===== src/rtl/filter_bank_2018.sv =====
`default_nettype none
// ============================================================================
// Module   : filter_bank_2018
// Brief    : NUM_CH boxcar moving-sum filters with per-channel threshold peak
//            detectors, merged into one valid/ready event stream through a
//            round-robin arbiter. Optional macro FILTER_BANK_TIMESTAMP_EN
//            enables the timestamp counter (event_time is 0 otherwise).
// Revision : 1.0 - initial release
// ============================================================================
module filter_bank_2018 #(
    parameter int SIZE_ADC_DATA    = 12,
    parameter int SIZE_FILTER_DATA = 20,
    parameter int NUM_CH           = 4,
    parameter int MAX_WIN          = 16,
    parameter int SIZE_TIME        = 16
) (
    input  logic                               clk,
    input  logic                               reset,
    input  logic [NUM_CH*SIZE_ADC_DATA-1:0]    input_data,
    input  logic [$clog2(MAX_WIN):0]           win_len,
    input  logic [SIZE_FILTER_DATA-1:0]        threshold,
    output logic [NUM_CH*SIZE_FILTER_DATA-1:0] output_data,
    output logic                               event_valid,
    input  logic                               event_ready,
    output logic [$clog2(NUM_CH)-1:0]          event_channel,
    output logic [SIZE_FILTER_DATA-1:0]        event_peak,
    output logic [SIZE_TIME-1:0]               event_time,
    output logic [15:0]                        drop_count
);

    localparam int c_LW = $clog2(MAX_WIN);
    localparam int c_WW = c_LW + 1;
    localparam int c_CW = $clog2(NUM_CH);

    localparam logic [0:0] c_ST_IDLE  = 1'b0;
    localparam logic [0:0] c_ST_ARMED = 1'b1;

    // ------------------------------------------------------------------
    // Window latch and effective length
    // ------------------------------------------------------------------
    logic [c_WW-1:0] r_win_len;
    logic [c_WW-1:0] w_len;
    logic [c_LW-1:0] w_tap;
    logic            w_win_chg;

    assign w_win_chg = (win_len != r_win_len);

    always_comb begin
        w_len = r_win_len;
        if (r_win_len == '0) begin
            w_len = c_WW'(1);
        end else if (r_win_len > c_WW'(MAX_WIN)) begin
            w_len = c_WW'(MAX_WIN);
        end
    end

    // Tap L-1 of the delay line holds x[n-L].
    assign w_tap = c_LW'(w_len - c_WW'(1));

    always_ff @(posedge clk or posedge reset) begin
        if (reset) begin
            r_win_len <= '0;
        end else if (w_win_chg) begin
            r_win_len <= win_len;
        end
    end

    // ------------------------------------------------------------------
    // Timestamp
    // ------------------------------------------------------------------
    logic [SIZE_TIME-1:0] w_time;

`ifdef FILTER_BANK_TIMESTAMP_EN
    logic [SIZE_TIME-1:0] r_time;

    always_ff @(posedge clk or posedge reset) begin
        if (reset) begin
            r_time <= '0;
        end else begin
            r_time <= r_time + SIZE_TIME'(1);
        end
    end

    assign w_time = r_time;
`else
    assign w_time = '0;
`endif

    // ------------------------------------------------------------------
    // Per-channel filter and detector
    // ------------------------------------------------------------------
    logic [NUM_CH-1:0]           w_emit;
    logic [NUM_CH-1:0]           w_drop;
    logic [NUM_CH-1:0]           w_grant;
    logic [NUM_CH-1:0]           r_pend;
    logic [SIZE_FILTER_DATA-1:0] w_cur_peak  [NUM_CH];
    logic [SIZE_TIME-1:0]        w_cur_tpk   [NUM_CH];
    logic [SIZE_FILTER_DATA-1:0] r_pend_peak [NUM_CH];
    logic [SIZE_TIME-1:0]        r_pend_time [NUM_CH];

    for (genvar g = 0; g < NUM_CH; g++) begin : g_ch
        logic [SIZE_ADC_DATA-1:0]    w_x;
        logic [SIZE_ADC_DATA-1:0]    r_dl [MAX_WIN];
        logic [SIZE_FILTER_DATA-1:0] r_sum;
        logic [SIZE_FILTER_DATA-1:0] r_peak;
        logic [SIZE_TIME-1:0]        r_tpk;
        logic [0:0]                  r_state;

        assign w_x = input_data[g*SIZE_ADC_DATA +: SIZE_ADC_DATA];
        assign output_data[g*SIZE_FILTER_DATA +: SIZE_FILTER_DATA] = r_sum;
        assign w_cur_peak[g] = r_peak;
        assign w_cur_tpk[g]  = r_tpk;

        // A window change forces IDLE, so it must also suppress emission.
        assign w_emit[g] = !w_win_chg && (r_state == c_ST_ARMED) && (r_sum <= threshold);
        assign w_drop[g] = w_emit[g] && r_pend[g] && !w_grant[g];

        always_ff @(posedge clk or posedge reset) begin
            if (reset) begin
                r_sum <= '0;
                for (int i = 0; i < MAX_WIN; i++) begin
                    r_dl[i] <= '0;
                end
            end else if (w_win_chg) begin
                r_sum <= '0;
                for (int i = 0; i < MAX_WIN; i++) begin
                    r_dl[i] <= '0;
                end
            end else begin
                r_sum <= r_sum + SIZE_FILTER_DATA'(w_x) - SIZE_FILTER_DATA'(r_dl[w_tap]);
                r_dl[0] <= w_x;
                for (int i = 1; i < MAX_WIN; i++) begin
                    r_dl[i] <= r_dl[i-1];
                end
            end
        end

        always_ff @(posedge clk or posedge reset) begin
            if (reset) begin
                r_state <= c_ST_IDLE;
                r_peak  <= '0;
                r_tpk   <= '0;
            end else if (w_win_chg) begin
                r_state <= c_ST_IDLE;
            end else begin
                case (r_state)
                    c_ST_IDLE: begin
                        if (r_sum > threshold) begin
                            r_state <= c_ST_ARMED;
                            r_peak  <= r_sum;
                            r_tpk   <= w_time;
                        end
                    end
                    c_ST_ARMED: begin
                        if (r_sum <= threshold) begin
                            r_state <= c_ST_IDLE;
                        end else if (r_sum > r_peak) begin
                            r_peak <= r_sum;
                            r_tpk  <= w_time;
                        end
                    end
                    default: r_state <= c_ST_IDLE;
                endcase
            end
        end
    end

    // ------------------------------------------------------------------
    // Pending slots
    // ------------------------------------------------------------------
    always_ff @(posedge clk or posedge reset) begin
        if (reset) begin
            r_pend <= '0;
            for (int i = 0; i < NUM_CH; i++) begin
                r_pend_peak[i] <= '0;
                r_pend_time[i] <= '0;
            end
        end else begin
            for (int i = 0; i < NUM_CH; i++) begin
                // A slot freed by a grant on this edge may take the new event.
                if (w_emit[i] && (!r_pend[i] || w_grant[i])) begin
                    r_pend[i]      <= 1'b1;
                    r_pend_peak[i] <= w_cur_peak[i];
                    r_pend_time[i] <= w_cur_tpk[i];
                end else if (w_grant[i]) begin
                    r_pend[i] <= 1'b0;
                end
            end
        end
    end

    // ------------------------------------------------------------------
    // Round-robin arbiter and output register
    // ------------------------------------------------------------------
    logic [c_CW-1:0] r_ptr;
    logic [c_CW-1:0] w_sel;
    logic [c_CW-1:0] w_idx;
    logic            w_found;
    logic            w_load;

    assign w_load = !event_valid || event_ready;

    always_comb begin
        w_found = 1'b0;
        w_sel   = '0;
        w_idx   = '0;
        w_grant = '0;
        for (int i = 1; i <= NUM_CH; i++) begin
            w_idx = c_CW'((int'(r_ptr) + i) % NUM_CH);
            if (!w_found && r_pend[w_idx]) begin
                w_found = 1'b1;
                w_sel   = w_idx;
            end
        end
        if (w_load && w_found) begin
            w_grant[w_sel] = 1'b1;
        end
    end

    always_ff @(posedge clk or posedge reset) begin
        if (reset) begin
            event_valid   <= 1'b0;
            event_channel <= '0;
            event_peak    <= '0;
            event_time    <= '0;
            r_ptr         <= c_CW'(NUM_CH - 1);
        end else if (w_load) begin
            event_valid <= w_found;
            if (w_found) begin
                event_channel <= w_sel;
                event_peak    <= r_pend_peak[w_sel];
                event_time    <= r_pend_time[w_sel];
                r_ptr         <= w_sel;
            end
        end
    end

    // ------------------------------------------------------------------
    // Drop counter (several channels may drop on the same edge)
    // ------------------------------------------------------------------
    logic [16:0] w_drop_sum;

    always_comb begin
        w_drop_sum = {1'b0, drop_count};
        for (int i = 0; i < NUM_CH; i++) begin
            w_drop_sum = w_drop_sum + 17'(w_drop[i]);
        end
    end

    always_ff @(posedge clk or posedge reset) begin
        if (reset) begin
            drop_count <= '0;
        end else begin
            drop_count <= w_drop_sum[16] ? 16'hFFFF : w_drop_sum[15:0];
        end
    end

endmodule
`default_nettype wire


===== config.mk =====
export PLATFORM = sky130hd
export DESIGN_NAME = filter_bank_2018
export DESIGN_NICKNAME = d
export VERILOG_FILES = /design/src/rtl/filter_bank_2018.sv
export SDC_FILE = /design/constraint.sdc
export NUM_CORES = 2
export LEC_CHECK = 0
export BUFFER_PORTS_ARGS = -buffer_cell sky130_fd_sc_hd__buf_4
export CORE_MARGIN = 2
export CORE_UTILIZATION = 62
export CTS_CLUSTER_SIZE = 24
export DETAILED_ROUTE_END_ITERATION = 12
export GPL_TIMING_DRIVEN = 0
export HOLD_SLACK_MARGIN = 0.06
export PLACE_DENSITY = 0.76
export SETUP_SLACK_MARGIN = 0.2
export SYNTH_ARGS = -nofsm -noshare
export SYNTH_HDL_FRONTEND = slang
export SYNTH_SLANG_ARGS = --single-unit

===== constraint.sdc =====
create_clock -name clk -period 41.9 [get_ports clk]
set_clock_uncertainty 0.2 [all_clocks]
set_input_delay 0 -clock clk [delete_from_list [all_inputs] [get_ports clk]]
set_output_delay 0 -clock clk [all_outputs]
set_load 0.05 [all_outputs]

==> impl_metrics.ini <==
[status]
outcome = finished clean

[global_routing]
antenna_found_initial = 3
track_usage_pct = 34.7
grt_overflow = 0
grt_pass1_vias = 34354
grt_start_max_net_pins = 134
busiest_layer = met2
grt_first_pass_wirelength_um = 213000
globalRouteMet2Util_pct = 53.8
grtUsageMet3_pct = 6.13
use_met1_pct = 47.5

[routing]
drtIter0Drc = 2746
vias_per_cell = 6.03
dr_total_vias = 33547
finalWirelength_um = 140000
routedWlPerCell_um = 25.2
final_antenna_net_count = 0
route.detailed.drc = 0
drt-pass1-iter-count = 6

[cts]
ctsLongestPathBuffers = 3
cts-resized-gates = 0
cts_root_buf = clkbuf_16
insertion_delay_ps = 680
htree_levels = 3
clock_sinks = 1062
clk_pin_slew_ps = 60
cts_tree = built
cts_buffers = 108

[die]
core_area_sq_um = 80400
die_x_um = 289
start_util_pct = 62.4
io_pins = 211
dieArea_sq_um = 83300
row_count = 104
dieHeight_um = 289

[critical_path]
path_cells = nor3_1, nor2_1, nor2_1, buf_2, buf_2, inv_1, ha_1, clkbuf_1, clkbuf_1, mux4_2, mux4_2, ha_1, inv_1, ha_1, inv_1, fa_1, nor2b_1, o31a_1, o41ai_1, o21ai_0, o21ai_0, o21bai_1, mux2i_1
crit_slowest_cell = clkbuf_1
critPathRequiredTime_ps = 42300
cp-end-kind = flip-flop
critical_path.startpoint_type = flip-flop
path_max_fanout = 10
cpLargestDelayFamily = buffers and inverters
worst-path-buf-inv = 7
cpPeakStageDelay_ps = 900
path_class = flip-flop to flip-flop
cp.arrival_ps = 8820

[sta]
tightest_slew_ps = 1450
finalHoldViolations = 0
finalCriticalPeriod_ps = 8430
rsz0062_at_grt = false
slew_headroom_pct = 3.40
max_freq_ghz = 0.119
setup_viol = 0
fin_crit_sh_pct = 20.1
fin_setup_tns_ps = 0
finalMaxSlewViolations = 0

[layout]
fill_cells = 5463
multiInputGateArea_sq_um = 22000
layout-drive-gt1-share_pct = 18.2
final_common_cell = dfrtp_1
seq_area_sq_um = 26600
final_util_pct = 72.3
final_cell_mix = 1060 x dfrtp_1, 783 x and2_1, 242 x ha_1, 240 x mux4_2, 210 x buf_4
nNetsFinal = 4778
area_growth_syn_to_layout_pct = 15.7

[pwr]
powerDensity_nw_per_um2 = 39.5
ir_drop_mv = 0.0402
p_leak_uw = 0.0284

[synth]
yosysTopAreaCellShare_pct = 52.8
synth_area_sq_um = 50200
yosysTopAreaCell = dfrtp_1
synthFlopType = dfrtp_1
yosysUniqueCellTypes = 71
ys_async_sr_fraction_pct = 100
syn_inst = 3971
syn_avg_cell_area_sq_um = 12.6
synth.ff_latch_count = 1062
synth-edff-count = 0
yosys_warnings = 0
ys_seq_area_share_pct = 52.9
yosys-top-cells-area = dfrtp_1 53%, mux4_2 11%, and2_1 9.8%, ha_1 6.0%, mux2_2 2.5%

[placement]
hpwl_um = 99500
routabilityCongestion = 0.938
portBuffers = 194

[min_path]
hp-class = input pin to flip-flop

[flow_run]
drv_cap = 0
-- cell type report --
type	instances	area share, %
plain buffers	214	1.61
well taps	1060	2.28
repair buffers	313	4.80
clock buffers	161	5.58
flip-flops and latches	1062	45.7
diodes	5	0.0215
clock inverters	39	0.818
multi-input cells	2503	37.8
inverters	207	1.35
-- timing repair --
item / CTS / global route
endpoints found under the setup margin: 0 / 0
hold buffers: 111 / 0
buffers inserted: 0 / 0
endpoints found under the hold margin: 457 / 0
-- kinds of logic after synthesis --
kind of cell	share of synthesized area, %
xor gates and xnor gates	0.977
other	0.00747
adders and majority gates	8.06
buffers and inverters	3.41
DFF	52.9
and+or+nand+nor	14.8
muxes	14.7
AOI/OAI and AO/OA	5.12
-- power by group --
group	switching, uW	internal, uW	leakage, uW
Combinational	161	84.0	0.0120
Sequential	12.8	1040	0.0146
Clock	415	590	0.00183
Total	589	1710	0.0284
-- Yosys cell counts (8+ instances only) --
library cell	n
nor4_1	10
a31oi_1	11
nand2_1	193
and3_1	15
mux2_4	16
inv_1	207
o211ai_1	11
nand4_1	37
and4_1	8
buf_4	16
a211oi_1	37
mux2_2	112
nand2b_1	13
clkbuf_1	151
a21o_1	65
xnor2_1	30
nor3b_1	12
buf_1	8
ha_1	242
buf_2	35
a21oi_1	93
nor2_1	116
nor3_1	27
nor2b_1	19
o21ai_0	113
o21a_1	23
dfrtp_1	1060
mux2i_1	39
fa_1	51
xor2_1	26
and2_1	783
mux4_2	240
nand3_1	61
-- worst reg2reg max path, delay by kind of cell (launching register included) --
kind	cells	cell delay [ps]
AND/OR/NAND/NOR	4	730
flip-flops	1	410
adder cells (fa/ha/maj)	4	1200
AO/OA/AOI/OAI	5	1550
buffers and inverters	7	3060
multiplexers	3	1220
-- final timing paths --
check	startpoint	to	slack, ps	depth (start not counted)
max in group asynchronous	reset	g_ch[0].r_dl[189]	38810	7
setup reg to reg	r_win_len[1]	g_ch[0].r_sum[16]	33470	23
hold reg to reg	g_ch[0].r_dl[15]	g_ch[0].r_dl[3]	270	1
min in group asynchronous	reset	g_ch[2].r_dl[17]	390	4
setup / recovery	r_win_len[1]	g_ch[0].r_sum[16]	33470	23
hold / removal	threshold[15]	g_ch[0].r_state	160	6
-- stage by stage --
stage / power (uW) / std cells / setup WS (ps) / hold WS (ps) / instance area [sq um]
after CTS: 2300 / 5559 / 33590 / 103 / 58100
after global routing: 2360 / 5559 / 33240 / 171 / 58100
final: 2300 / 5564 / 33470 / 164 / 58100
after detailed placement: 1300 / 5248 / 33700 / -69.5 / 53300
after global placement: 1300 / 5240 / 1150 / -1.77 / 53100
after floorplan: 1220 / 3986 / 11810 / -102 / 50300
-- state kept, by name (all words and copies together) (netlist names), 4 cells and up --
register      cells
g_ch.r_sum       80
r_pend_peak      80
drop_count       16
r_win_len         5
g_ch.r_dl       768
event_peak       20
g_ch.r_peak      80
r_pend            4
g_ch.r_state      4
-- per-layer routing --
layer	part of all wire [%]	routed length, um	vias to the layer above
met2	47	65700	1191
met3	6.4	9010	374
li1	-	-	14569
met5	0	0	-
met4	6.2	8700	0
met1	41	57000	17413
(Power assumes the default switching activity.)
